==> src/rtl/uart_pkg.sv <==
// Shared definitions for the parametrised UART transceiver: parity
// encodings, the FSM state type used by both TX and RX, and the baud
// timing helpers.
package uart_pkg;

    localparam int PAR_NONE = 0;
    localparam int PAR_ODD  = 1;
    localparam int PAR_EVEN = 2;

    typedef enum logic [2:0] {
        ST_IDLE,
        ST_START,
        ST_DATA,
        ST_PAR,
        ST_STOP
    } uart_state_t;

    // Clock cycles per serial bit, truncated.
    function automatic int calc_bit_cyc(input int clk_hz, input int baud);
        return clk_hz / baud;
    endfunction

    // Clock cycles per RX oversampling tick, truncated.
    function automatic int calc_samp_cyc(input int clk_hz, input int baud, input int os);
        return clk_hz / (baud * os);
    endfunction

endpackage

==> src/rtl/uart_baud_counter.sv <==
// Free-running terminal-count tick generator. Held at zero while i_clr is
// high so the first tick after release lands exactly TERM cycles later.
module uart_baud_counter #(
    parameter int TERM = 434
) (
    input  logic clk,
    input  logic rst,
    input  logic i_clr,
    output logic o_tick
);

    localparam int CW = $clog2(TERM) + 1;
    localparam logic [CW-1:0] LAST = CW'(TERM - 1);

    logic [CW-1:0] r_cnt;

    // Count 0..TERM-1 and wrap; clear restarts the period.
    always_ff @(posedge clk) begin
        if (rst || i_clr) begin
            r_cnt <= '0;
        end else if (r_cnt == LAST) begin
            r_cnt <= '0;
        end else begin
            r_cnt <= r_cnt + CW'(1);
        end
    end

    assign o_tick = (r_cnt == LAST) && !i_clr;

endmodule

==> src/rtl/uart_xcvr.sv <==
// Full-duplex UART transceiver with configurable width, parity, stop bits
// and RX oversampling. Ready/valid byte interfaces on the core side.
// Optional build macro UART_XCVR_LOOPBACK_EN adds a 'loopback' input that
// routes the transmitter into the receiver and parks the pin high.
module uart_xcvr
    import uart_pkg::*;
#(
    parameter int CLOCK_FREQ = 50_000_000,
    parameter int BAUD_RATE  = 115_200,
    parameter int DATA_BITS  = 8,
    parameter int PARITY     = 0,
    parameter int STOP_BITS  = 1,
    parameter int OVERSAMPLE = 16
) (
    input  logic                 clk,
    input  logic                 rst,
    input  logic [DATA_BITS-1:0] tx_data,
    input  logic                 tx_valid,
    output logic                 tx_ready,
    output logic [DATA_BITS-1:0] rx_data,
    output logic                 rx_valid,
    input  logic                 rx_ready,
    output logic                 rx_frame_err,
    output logic                 rx_parity_err,
    output logic                 rx_overrun,
    input  logic                 err_clear,
    input  logic                 serial_in,
    output logic                 serial_out
`ifdef UART_XCVR_LOOPBACK_EN
    ,
    input  logic                 loopback
`endif
);

    localparam int BIT_CYC  = calc_bit_cyc(CLOCK_FREQ, BAUD_RATE);
    localparam int SAMP_CYC = calc_samp_cyc(CLOCK_FREQ, BAUD_RATE, OVERSAMPLE);

    localparam int BW = $clog2(DATA_BITS) + 1;
    localparam logic [BW-1:0] LAST_DATA = BW'(DATA_BITS - 1);
    localparam logic [BW-1:0] LAST_STOP = BW'(STOP_BITS - 1);

    localparam int TW = $clog2(OVERSAMPLE) + 1;
    localparam logic [TW-1:0] HALF_LAST = TW'(OVERSAMPLE / 2 - 1);
    localparam logic [TW-1:0] FULL_LAST = TW'(OVERSAMPLE - 1);

    localparam bit   HAS_PAR = (PARITY != PAR_NONE);
    localparam logic ODD_INV = (PARITY == PAR_ODD);

    // ---------------- transmitter ----------------
    uart_state_t          r_tx_state, w_tx_next;
    logic [DATA_BITS-1:0] r_tx_shift;
    logic                 r_tx_par;
    logic [BW-1:0]        r_tx_cnt;
    logic                 w_tx_tick;
    logic                 w_tx_clr;
    logic                 w_tx_line;

    assign w_tx_clr = (r_tx_state == ST_IDLE);

    uart_baud_counter #(.TERM(BIT_CYC)) u_tx_baud (
        .clk    (clk),
        .rst    (rst),
        .i_clr  (w_tx_clr),
        .o_tick (w_tx_tick)
    );

    // TX state register; reset aborts any frame in flight.
    always_ff @(posedge clk) begin
        if (rst) r_tx_state <= ST_IDLE;
        else     r_tx_state <= w_tx_next;
    end

    // TX next-state: every bit lasts one baud period.
    always_comb begin
        w_tx_next = r_tx_state;
        case (r_tx_state)
            ST_IDLE:  if (tx_valid) w_tx_next = ST_START;
            ST_START: if (w_tx_tick) w_tx_next = ST_DATA;
            ST_DATA:  if (w_tx_tick && r_tx_cnt == LAST_DATA)
                          w_tx_next = HAS_PAR ? ST_PAR : ST_STOP;
            ST_PAR:   if (w_tx_tick) w_tx_next = ST_STOP;
            ST_STOP:  if (w_tx_tick && r_tx_cnt == LAST_STOP) w_tx_next = ST_IDLE;
            default:  w_tx_next = ST_IDLE;
        endcase
    end

    // TX outputs: line level per state, ready only while idle.
    always_comb begin
        tx_ready  = (r_tx_state == ST_IDLE);
        w_tx_line = 1'b1;
        case (r_tx_state)
            ST_START: w_tx_line = 1'b0;
            ST_DATA:  w_tx_line = r_tx_shift[0];
            ST_PAR:   w_tx_line = r_tx_par;
            default:  w_tx_line = 1'b1;
        endcase
`ifdef UART_XCVR_LOOPBACK_EN
        serial_out = loopback ? 1'b1 : w_tx_line;
`else
        serial_out = w_tx_line;
`endif
    end

    // Latch the payload and its parity on handshake, shift out LSB first.
    always_ff @(posedge clk) begin
        if (tx_valid && tx_ready) begin
            r_tx_shift <= tx_data;
            r_tx_par   <= (^tx_data) ^ ODD_INV;
        end else if (r_tx_state == ST_DATA && w_tx_tick) begin
            r_tx_shift <= r_tx_shift >> 1;
        end
    end

    // Bits sent within the current state (data bits or stop bits).
    always_ff @(posedge clk) begin
        if (rst || r_tx_state != w_tx_next) r_tx_cnt <= '0;
        else if (w_tx_tick)                 r_tx_cnt <= r_tx_cnt + BW'(1);
    end

    // ---------------- receiver ----------------
    uart_state_t          r_rx_state, w_rx_next;
    logic [1:0]           r_rx_sync;
    logic                 r_rx_prev;
    logic [TW-1:0]        r_rx_ticks;
    logic [BW-1:0]        r_rx_cnt;
    logic [DATA_BITS-1:0] r_rx_shift;
    logic                 r_rx_par;
    logic                 w_rx_pin;
    logic                 w_rx_line;
    logic                 w_rx_fall;
    logic                 w_samp_tick;
    logic                 w_rx_clr;
    logic                 w_rx_sample;
    logic                 w_rx_shift_en;
    logic                 w_rx_par_en;
    logic                 w_rx_done;
    logic                 w_rx_par_bad;

`ifdef UART_XCVR_LOOPBACK_EN
    assign w_rx_pin = loopback ? w_tx_line : serial_in;
`else
    assign w_rx_pin = serial_in;
`endif

    // Two-flop synchronizer plus one delayed copy for edge detection.
    always_ff @(posedge clk) begin
        if (rst) begin
            r_rx_sync <= 2'b11;
            r_rx_prev <= 1'b1;
        end else begin
            r_rx_sync <= {r_rx_sync[0], w_rx_pin};
            r_rx_prev <= r_rx_sync[1];
        end
    end

    assign w_rx_line = r_rx_sync[1];
    assign w_rx_fall = r_rx_prev & ~w_rx_line;
    assign w_rx_clr  = (r_rx_state == ST_IDLE);

    uart_baud_counter #(.TERM(SAMP_CYC)) u_rx_baud (
        .clk    (clk),
        .rst    (rst),
        .i_clr  (w_rx_clr),
        .o_tick (w_samp_tick)
    );

    // Half a bit after the start edge, then a full bit per sample.
    assign w_rx_sample = w_samp_tick &&
                         ((r_rx_state == ST_START) ? (r_rx_ticks == HALF_LAST)
                                                   : (r_rx_ticks == FULL_LAST));

    // Oversampling ticks since the last sample point.
    always_ff @(posedge clk) begin
        if (rst || w_rx_clr || w_rx_sample) r_rx_ticks <= '0;
        else if (w_samp_tick)               r_rx_ticks <= r_rx_ticks + TW'(1);
    end

    // RX state register.
    always_ff @(posedge clk) begin
        if (rst) r_rx_state <= ST_IDLE;
        else     r_rx_state <= w_rx_next;
    end

    // RX next-state: one sample per bit, false starts fall back to idle.
    always_comb begin
        w_rx_next = r_rx_state;
        case (r_rx_state)
            ST_IDLE:  if (w_rx_fall) w_rx_next = ST_START;
            ST_START: if (w_rx_sample) w_rx_next = w_rx_line ? ST_IDLE : ST_DATA;
            ST_DATA:  if (w_rx_sample && r_rx_cnt == LAST_DATA)
                          w_rx_next = HAS_PAR ? ST_PAR : ST_STOP;
            ST_PAR:   if (w_rx_sample) w_rx_next = ST_STOP;
            ST_STOP:  if (w_rx_sample) w_rx_next = ST_IDLE;
            default:  w_rx_next = ST_IDLE;
        endcase
    end

    // RX strobes decoded from the current state and sample point.
    always_comb begin
        w_rx_shift_en = (r_rx_state == ST_DATA) && w_rx_sample;
        w_rx_par_en   = (r_rx_state == ST_PAR)  && w_rx_sample;
        w_rx_done     = (r_rx_state == ST_STOP) && w_rx_sample;
    end

    // Data bits received in the current frame.
    always_ff @(posedge clk) begin
        if (rst || r_rx_state != w_rx_next) r_rx_cnt <= '0;
        else if (w_rx_shift_en)             r_rx_cnt <= r_rx_cnt + BW'(1);
    end

    // Assemble the payload LSB first and keep the received parity bit.
    always_ff @(posedge clk) begin
        if (w_rx_shift_en) r_rx_shift <= {w_rx_line, r_rx_shift[DATA_BITS-1:1]};
        if (w_rx_par_en)   r_rx_par   <= w_rx_line;
    end

    assign w_rx_par_bad = HAS_PAR && (r_rx_par != ((^r_rx_shift) ^ ODD_INV));

    // Deliver a completed frame unless an unread one is still held.
    always_ff @(posedge clk) begin
        if (rst) begin
            rx_valid <= 1'b0;
            rx_data  <= '0;
        end else if (w_rx_done && (!rx_valid || rx_ready)) begin
            rx_valid <= 1'b1;
            rx_data  <= r_rx_shift;
        end else if (rx_valid && rx_ready) begin
            rx_valid <= 1'b0;
        end
    end

    // Sticky error flags; a new event beats a simultaneous clear.
    always_ff @(posedge clk) begin
        if (rst) begin
            rx_frame_err  <= 1'b0;
            rx_parity_err <= 1'b0;
            rx_overrun    <= 1'b0;
        end else begin
            if (w_rx_done && !w_rx_line)                   rx_frame_err  <= 1'b1;
            else if (err_clear)                            rx_frame_err  <= 1'b0;
            if (w_rx_done && w_rx_par_bad)                 rx_parity_err <= 1'b1;
            else if (err_clear)                            rx_parity_err <= 1'b0;
            if (w_rx_done && rx_valid && !rx_ready)        rx_overrun    <= 1'b1;
            else if (err_clear)                            rx_overrun    <= 1'b0;
        end
    end

endmodule
==> config.mk <==
export PLATFORM = sky130hd
export DESIGN_NAME = uart_xcvr
export DESIGN_NICKNAME = d
export VERILOG_FILES = /design/src/rtl/uart_pkg.sv /design/src/rtl/uart_baud_counter.sv /design/src/rtl/uart_xcvr.sv
export SDC_FILE = /design/constraint.sdc
export NUM_CORES = 1
export LEC_CHECK = 0
export CAP_MARGIN = 15
export CORE_MARGIN = 4
export CORE_UTILIZATION = 26
export CTS_BUF_LIST = sky130_fd_sc_hd__clkbuf_16
export DETAILED_ROUTE_END_ITERATION = 8
export DONT_BUFFER_PORTS = 1
export HOLD_SLACK_MARGIN = 0.03
export PLACE_DENSITY = 0.35
export REMOVE_ABC_BUFFERS = 1
export SLEW_MARGIN = 10
export SYNTH_ARGS = -nofsm -noshare
export SYNTH_HDL_FRONTEND = slang
export SYNTH_SLANG_ARGS = --single-unit
==> constraint.sdc <==
create_clock -name clk -period 3.4 [get_ports clk]
set_clock_uncertainty 0.1 [all_clocks]
set_input_delay 0 -clock clk [delete_from_list [all_inputs] [get_ports clk]]
set_output_delay 0 -clock clk [all_outputs]
set_load 0.005 [all_outputs]
==> results of run 1 <==
worst max-delay path by stage:
stage                             startpoint       endpoint  slack (ns)  cells after the start
after global placement         r_tx_state[0]    r_tx_cnt[1]        1.12                      6
after CTS                      r_tx_state[0]    r_tx_cnt[2]        1.07                      6
final                          r_tx_state[0]    r_tx_cnt[2]        1.15                      6
after detailed placement       r_tx_state[0]    r_tx_cnt[2]        1.08                      6
after floorplan           u_tx_baud.r_cnt[0]  r_tx_shift[0]        1.16                      4
after global routing           r_tx_state[0]    r_tx_cnt[1]        0.82                      6
state kept, by name, indices dropped and copies added, names as in the netlist, 3 cells and up:
name,flops
r_rx_shift,8
r_rx_state,3
u_rx_baud.r_cnt,6
r_rx_ticks,5
r_tx_shift,8
rx_data,8
r_tx_state,3
r_tx_cnt,4
r_rx_cnt,4
u_tx_baud.r_cnt,10
worst max-delay path: stages, from the launching register on:
cell	delay (ns)
dfxtp_1	0.41
nor3_1	0.46
nand2_2	0.25
inv_1	0.34
a211oi_1	0.08
a22oi_1	0.39
a21oi_1	0.08
per-layer routing:
metal | GRT usage (%) | vias to the layer above
met5 | 0 | -
met4 | 4.619 | 0
met3 | 3.465 | 12
met2 | 16.47 | 34
met1 | 13.24 | 1082
li1 | - | 1173
layout make-up:
| class | count | share of cell area, % |
|---|---|---|
| multi-input cells | 229 | 40.62 |
| clock buffers | 9 | 6.207 |
| flip-flops and latches | 66 | 41.10 |
| inverters | 12 | 1.241 |
| repair buffers | 17 | 4.414 |
| clock inverters | 7 | 1.483 |
| well taps | 143 | 4.931 |
cell usage in the layout, fill, tap and decap left out, types with 2 or more instances in the layout:
cell and instances:
a31oi_1 2, nand3_1 12, or2_2 3, o21ai_0 6, or4b_1 2, dfxtp_1 49, clkbuf_16 9, nor2_1 39
nor3b_2 2, dlygate4sd3_1 13, inv_1 14, o211ai_1 2, ha_1 8, mux2i_1 2, and3_1 2, a211oi_1 5
a21oi_1 16, nor4bb_1 2, nand4_1 13, and3b_1 2, clkinv_1 3, nor3_1 6, o21a_1 4, or3_1 3
xor2_1 6, edfxtp_1 17, nand2_1 31, nand2_2 2, xnor2_1 20, buf_4 4, and2_1 3, nor4_1 3
o31ai_1 11, nand4b_1 3
power by group through the flow:
stage               clock (W)  combinational (W)  sequential (W)
global route         0.000946          0.0000991        0.000836
global placement            0          0.0000732        0.000852
detailed placement          0          0.0000722        0.000851
CTS                  0.000913          0.0000905        0.000834
finish               0.000881          0.0000874        0.000835
floorplan                   0          0.0000540        0.000848
cells by family (layout without fill, tap and decap cells):
kind of cell / Yosys count / in the layout / synth area share, %
AND/OR/NAND/NOR: 138 / 138 / 24.24
other: 1 / 1 / 0.1207
buffers and inverters: 30 / 45 / 4.589
multiplexers: 2 / 2 / 0.6441
XOR/XNOR: 26 / 26 / 7.327
flip-flops: 66 / 66 / 47.99
AO/OA/AOI/OAI: 54 / 54 / 11.88
adder cells (fa/ha/maj): 8 / 8 / 3.221
stage by stage:
step                      worst slack (ns)  hold WS, ns  area, um2
after detailed placement             1.078     -0.02146       3219
after CTS                            1.067      0.03495       3628
final                                1.155      0.03145       3628
after global routing                0.8207      0.03780       3628
after floorplan                      1.157     -0.03093       3010
after global placement               1.125     -0.02315       3219
==> impl_metrics.tcl, run 1 <==
set metrics [dict create \
    synth_edf_count 17 \
    drv_slew 0 \
    path_max_fanout 12 \
    finalHoldViolations 0 \
    netlist_instances 325 \
    fin_crit_sh_pct 66.04 \
    die-area_um2 13770 \
    cts.sinks 66 \
    endpoint_kind "flip-flop" \
    drcViolationCount 0 \
    worstPathArrival_ns 2.34 \
    ys_seq_area_share_pct 47.99 \
    cts-buffers-inserted 9 \
    combPwrFrac_pct 4.8 \
    r2r-start "r_tx_state[0]" \
    clock_power_share_pct 48.9 \
    fin_cells 483 \
    fin_util_pct 31.38 \
    overflow 0 \
    syn_area_um2 3108 \
    cts_resized 0 \
    antenna_found_initial 0 \
    slew_headroom_pct 35.96 \
    ys_warn_count 0 \
    synth_async_sr_flop_share_pct 0 \
    fin_nets 357 \
    hold-path-endpoint "r_tx_par" \
    wl_met1_um 3328 \
    htree_levels 3 \
    status "finished clean" \
    rrSetupSlack_ns 1.15 \
    numPortBuffers 0 \
    netSwitchingFraction_pct 21.50 \
    hold_path.class "in -> reg" \
    clk_pin_slew_worst_paths_ns 0.05 \
    synthDistinctLibCells 53 \
    switchingPower_w 0.0003877 \
    drv_cap 0 \
    crit_type "reg -> reg" \
    avgSynthCellArea_um2 9.563 \
    drt_iter0_drc 129 \
    grt_pass1_wl_um 11650 \
    dp.final_hpwl_um 4538 \
    clk_latency_ns 0.33 \
    period_minus_slack_ns 2.245 \
    routed_wl_um 6848 \
    min_from "tx_data[5]" \
    r2r-end "r_tx_cnt[2]" \
    setup_violations 0 \
    core_region_area_um2 11560 \
    n_antenna_cell 0 \
    top_layer_used "met4" \
    wl_per_cell_um 14.18 \
    grt_max_degree 24 \
    num_rows 39 \
    cts-root-buf "clkbuf_16" \
    met3_length_um 247 \
    cts_tree "done" \
    grt_pass1_vias 2263 \
    nFillCells 1184 \
    worst-slew-pin-transition_ns 0.9575 \
    first_pass_iters 4 \
    synthTopCellsByCount "dfxtp_1 (49), nor2_1 (39), nand2_1 (31)" \
    gp_congestion 0.7009 \
    yosysTopAreaCell "dfxtp_1" \
    multi_input_area_um2 1474 \
    ys_ff_latch 66 \
    synth.most_common_cell "dfxtp_1" \
    drtAntennaViolNets 0 \
    met2_length_um 3142 \
    max-vdd-ir-drop_mv 0.2248 \
    track_usage_pct 10.52 \
    synth_top_area_share_pct 31.56 \
    internal_power_w 0.001415 \
    min_path_cells 3 \
    cts.path.max_buffers 2 \
    area_delta_synth_final_pct 16.75 \
    post-cts-setup-buffers 0 \
    p_seq_share_pct 46.3 \
    die_w_um 117.3 \
    hold_buffers 13 \
    viasPerCell 4.764 \
    drive_gt1_share_pct 8.529 \
    p_per_area_nw_per_um2 496.9 \
    initial_core_util_pct 26.87 \
    regArea_um2 1491 \
    worst-r2r-cell-count 6 \
    tns_ns 0 \
    placed_cells 454 \
    fmax_mhz 445.4 \
    start_kind "flip-flop" \
    synth_area_leaders "dfxtp_1 (32%), edfxtp_1 (16%), xnor2_1 (5.6%)" \
    vias 2301 \
    rsz0062_at_grt "no" \
    synthFlopType "dfxtp_1" \
    cp.required_ns 3.49 \
    num_io_pins 28 \
    leakagePower_nw 1.207 \
    die_h_um 117.3 \
    power_w 0.001803 \
]
No activity file was read; power rests on OpenSTA's default activity.
==> run 2: changes to the inputs <==
Clock period 3.4 ns to 2.2 ns, I/O delays scaled along.
==> run 2 against run 1 <==
Die area did not move. Hold slack improved by 0.017 ns. Cell count rose by 1.7%. Register-to-register slack got worse by 0.89 ns. Highest routed layer unchanged. Critical path depth fell by 1. Largest cell class unchanged. Setup slack got worse by 0.89 ns. Combinational power rose by 75%. Largest power group unchanged. Clock power rose by 73%.
==> impl_metrics.tcl, run 2 (synthesis gave the netlist of run 1 again) <==
set metrics [dict create \
    track_usage_pct 10.31 \
    leakagePower_nw 1.259 \
    clk_pin_slew_worst_paths_ns 0.05 \
    grt_pass1_wl_um 11450 \
    slew_headroom_pct 34.13 \
    drv_cap 0 \
    fmax_mhz 517.0 \
    vias 2301 \
    worstPathArrival_ns 2.07 \
    dp.final_hpwl_um 4719 \
    worst-slew-pin-transition_ns 0.9848 \
    crit_type "reg -> reg" \
    placed_cells 462 \
    cts.path.max_buffers 2 \
    die_w_um 117.3 \
    final_common_cell "dfxtp_1" \
    clk_latency_ns 0.33 \
    antenna_found_initial 0 \
    p_per_area_nw_per_um2 792.3 \
    cts-buffers-inserted 9 \
    drive_gt1_share_pct 12.36 \
    numPortBuffers 0 \
    drv_slew 0 \
    post-cts-setup-buffers 0 \
    regMostFlops "u_tx_baud.r_cnt" \
    max-vdd-ir-drop_mv 0.3295 \
    core_region_area_um2 11560 \
    fin_cells 491 \
    fin_crit_sh_pct 87.91 \
    placed_area_um2 3279 \
    cts.sinks 66 \
    routed_wl_um 6757 \
    power_w 0.002958 \
    cp.required_ns 2.34 \
    num_io_pins 28 \
    path_max_fanout 9 \
    drcViolationCount 0 \
    drtAntennaViolNets 0 \
    drt_iter0_drc 56 \
    htree_levels 3 \
    n_antenna_cell 0 \
    final_area_um2 3734 \
    gp_congestion 0.6906 \
    status "finished clean" \
    wl_per_cell_um 13.76 \
    num_rows 39 \
    endpoint_kind "flip-flop" \
    area_delta_synth_final_pct 20.13 \
    setup_violations 0 \
    die-area_um2 13770 \
    grt_pass1_vias 2176 \
    first_pass_iters 5 \
    finalHoldViolations 0 \
    start_kind "flip-flop" \
    initial_core_util_pct 26.87 \
    final_cell_mix "dfxtp_1 (49), nor2_1 (39), nand2_1 (31), xnor2_1 (20), edfxtp_1 (17)" \
    overflow 0 \
    viasPerCell 4.686 \
    cts-root-buf "clkbuf_16" \
    die_h_um 117.3 \
    fin_nets 365 \
    largest_reg_flops 10 \
    period_minus_slack_ns 1.934 \
    grt_max_degree 24 \
    cts_tree "done" \
    rsz0062_at_grt "no" \
    hold_path.class "in -> reg" \
]
## run 2: cell types whose count changed in the layout (fill, tap and decap cells not counted), sizes merged
cell	change
bufinv	+1
clkinvlp	+2
clkinv	-1
inv	-2
buf	+8
## run 2: power by group
group	internal, W	leakage [nW]	switching (W)
Clock	0.000989	0.151	0.000535
Sequential	0.00127	0.555	0.00000904
Combinational	0.0000664	0.553	0.0000865
Total	0.00233	1.26	0.000630
## run 2: critical path, cell delays in order, from the launching register on
cell	delay (ns)
dfxtp_1	0.37
ha_1	0.20
and4b_2	0.32
o211ai_4	0.15
or4b_1	0.48
a211oi_1	0.22
## run 2: timing repair
item,in CTS,in global routing
gates resized for setup,0,1
hold buffers,13,0
setup endpoints to repair,0,8
endpoints found under the hold margin,54,0
## run 2: final timing paths
| kind | start | end | slack, ns | depth (start not counted) |
|---|---|---|---|---|
| worst max-delay path | r_rx_ticks[0] | r_rx_state[1] | 0.27 | 5 |
| worst min-delay path | rst | r_tx_cnt[3] | 0.05 | 3 |
| worst max register to register | r_rx_ticks[0] | r_rx_state[1] | 0.27 | 5 |
| worst min register to register | r_rx_sync[0] | r_rx_sync[1] | 0.32 | 1 |
## run 2: area by class of cell
class / count / area, um2
timing repair buffer: 25 / 220.2
fill: 1194 / 7831
clock buffer: 9 / 225.2
sequential: 66 / 1491
tap: 143 / 178.9
multi-input combinational: 229 / 1479
inverter: 12 / 45.04
clock inverter: 7 / 93.84
## run 2: stage by stage
step	util, %	setup slack [ns]	hold WS, ns	setup TNS [ns]
after detailed placement	28.36	0.1872	-0.02320	0
after global routing	32.28	0.1040	0.1047	0
after global placement	28.36	0.2286	-0.02381	0
after floorplan	-	-0.04281	-0.03093	-0.3425
final	32.28	0.2659	0.04807	0
after CTS	32.24	0.1721	0.05292	0
## run 2: routing by layer
layer / GRT usage (%) / share of wire (%) / wire length [um]
met5: 0 / 0 / 0
met4: 4.179 / 1.4 / 96
met3: 3.080 / 3.4 / 233
met2: 16.47 / 47 / 3194
met1: 13.03 / 48 / 3232
==> run 3: changes to the inputs <==
Settings changed: SYNTH_HIERARCHICAL set to 1.
==> run 3 against run 2 <==
Register-to-register slack worse by 0.17 ns. Count of clock-buffer cells in the layout unchanged. Clock power down 18%. Sequential cell count unchanged.
==> impl_metrics.tcl, run 3 <==
set metrics [dict create \
    use_met2_pct 16.09 \
    die-area_um2 13310 \
    wl_per_cell_um 13.07 \
    top_usage_layer "met2" \
    syn_area_um2 2997 \
    cp.required_ns 2.28 \
    grt_pass1_vias 2225 \
    status "finished clean" \
    setup_violations 0 \
    fin_nets 364 \
    drive_gt1_share_pct 26.80 \
    drv_slew 0 \
    drt_iter0_drc 59 \
    finalHoldViolations 0 \
    synthFlopType "dfxtp_1" \
    cts-root-buf "clkbuf_16" \
    ys_seq_area_share_pct 49.77 \
    cts_tree "done" \
    crit_chain "inv_2 > ha_2 > nand4b_1 > nor3_4 > nand4_4 > nor4_4 > buf_12 > mux2i_2 > nor2_1" \
    fmax_mhz 475.5 \
    use_met3_pct 4.316 \
    dp.final_hpwl_um 4260 \
    cts-buffers-inserted 9 \
    clk_pin_slew_worst_paths_ns 0.05 \
    cts.path.max_buffers 2 \
    grt_max_degree 25 \
    ys_ff_latch 66 \
    crit_type "reg -> reg" \
    hold-worst-slack_ns 0.07494 \
    vias 2208 \
    drtAntennaViolNets 0 \
    critical-path-max-stage-delay_ns 0.34 \
    antenna_found_initial 0 \
    hold_path.class "in -> reg" \
    yosysTopAreaCell "dfxtp_1" \
    gp_congestion 0.7378 \
    viasPerCell 4.534 \
    placed_area_um2 3382 \
    avgSynthCellArea_um2 10.44 \
    start_kind "flip-flop" \
    drv_cap 0 \
    ys_warn_count 6 \
    worstPathArrival_ns 2.18 \
    netlist_instances 287 \
    core_region_area_um2 11080 \
    rsz0062_at_grt "yes" \
    initial_core_util_pct 27.05 \
    cts.sinks 66 \
    p_per_area_nw_per_um2 679.1 \
    cp_slowest_cell "nor4_4" \
    synth_top_area_share_pct 32.73 \
    regMostFlops "u_tx_baud/r_cnt" \
    n_antenna_cell 0 \
    htree_levels 3 \
    endpoint_kind "flip-flop" \
    path_max_fanout 8 \
    num_rows 38 \
    synth_area_leaders "dfxtp_1 (33%), edfxtp_1 (17%), xnor2_1 (4.7%)" \
    drcViolationCount 0 \
    first_pass_iters 4 \
    synth_edf_count 17 \
    numPortBuffers 0 \
    slew_headroom_pct 33.41 \
    routed_wl_um 6366 \
    num_io_pins 28 \
    grt_pass1_wl_um 10900 \
    max-vdd-ir-drop_mv 0.6771 \
    met1_usage_pct 13.07 \
    final_area_um2 3920 \
    leakagePower_nw 1.390 \
    clk_latency_ns 0.33 \
    track_usage_pct 10.61 \
    final_cell_mix "dfxtp_1 (47), buf_4 (40), nor2_1 (27), edfxtp_1 (17), xnor2_1 (16)" \
    synth_async_sr_flop_share_pct 0 \
    fin_crit_sh_pct 95.60 \
    tns_ns 0 \
    worst-slew-pin-transition_ns 0.9955 \
    overflow 0 \
    die_w_um 115.4 \
    synthDistinctLibCells 55 \
    synth.most_common_cell "dfxtp_1" \
    die_h_um 115.4 \
    final_common_cell "dfxtp_1" \
    synthTopCellsByCount "dfxtp_1 (49), nor2_1 (28), edfxtp_1 (17)" \
    largest_reg_flops 10 \
    area_delta_synth_final_pct 30.81 \
    period_minus_slack_ns 2.103 \
]
run 3: critical path: cells and delay by family (launching register included):
family        cells  cell delay, ns
flops             1            0.32
mux               1            0.20
fa+ha+maj         1            0.15
simple gates      5            0.99
buf+inv           2            0.22
run 3: logic make-up after synthesis:
| kind of cell | Yosys count | synth area share [%] |
|---|---|---|
| adder cells (fa/ha/maj) | 8 | 3.340 |
| flip-flops | 66 | 49.77 |
| other | 1 | 0.1251 |
| buffers and inverters | 21 | 3.048 |
| AO/OA/AOI/OAI | 45 | 9.395 |
| XOR/XNOR | 24 | 7.015 |
| AND/OR/NAND/NOR | 102 | 20.29 |
| multiplexers | 20 | 7.015 |
run 3: repair_timing:
| item | in CTS | in global routing |
|---|---|---|
| endpoints found under the setup margin | 18 | 27 |
| hold endpoints to repair | 59 | 2 |
| buffers inserted | 4 | 4 |
| hold buffers | 13 | 1 |
| resized for setup | 6 | 16 |
| pin swaps | 1 | 10 |
run 3: path summary, 6_finish.rpt:
kind                 startpoint       endpoint  slack (ns)  cells past startpoint
min reg2reg        r_rx_sync[0]   r_rx_sync[1]        0.31                      1
min                    tx_valid  r_tx_shift[4]        0.07                      3
max reg2reg  u_rx_baud/r_cnt[0]     rx_data[0]         0.1                      9
max          u_rx_baud/r_cnt[0]     rx_data[0]         0.1                      9
run 3: per-layer routing:
metal	vias up	part of all wire, %
li1	1134	-
met1	1035	47
met2	30	46
met3	9	4.5
met4	0	2.2
met5	-	0
run 3: power breakdown:
part           leakage [nW]  total [W]  switching [W]  internal [W]
clock network         0.135    0.00124       0.000496      0.000739
logic                 0.700   0.000147      0.0000709     0.0000756
registers             0.555    0.00128     0.00000729       0.00127
total                  1.39    0.00266       0.000574       0.00209
run 3: cell type report:
cell class	count	area, um2
multi-input cells	200	1490
inverters	9	33.78
clock inverters	7	30.03
flip-flops and latches	66	1494
fillers	1125	7158
repair buffers	56	471.7
well taps	140	175.2
clock buffers	9	225.2
run 3: stage by stage:
| step | setup slack (ns) | utilization [%] | instances | total power (W) |
|---|---|---|---|---|
| 2_1_floorplan | -0.8053 | - | 275 | 0.001382 |
| 3_3_place_gp | -0.2288 | 30.53 | 449 | 0.001420 |
| 3_5_place_dp | -0.2191 | 30.53 | 449 | 0.001419 |
| 4_1_cts | 0.02390 | 34.57 | 482 | 0.002720 |
| 5_1_grt | -0.06048 | 35.39 | 487 | 0.002793 |
| 6_report | 0.09687 | 35.39 | 487 | 0.002662 |
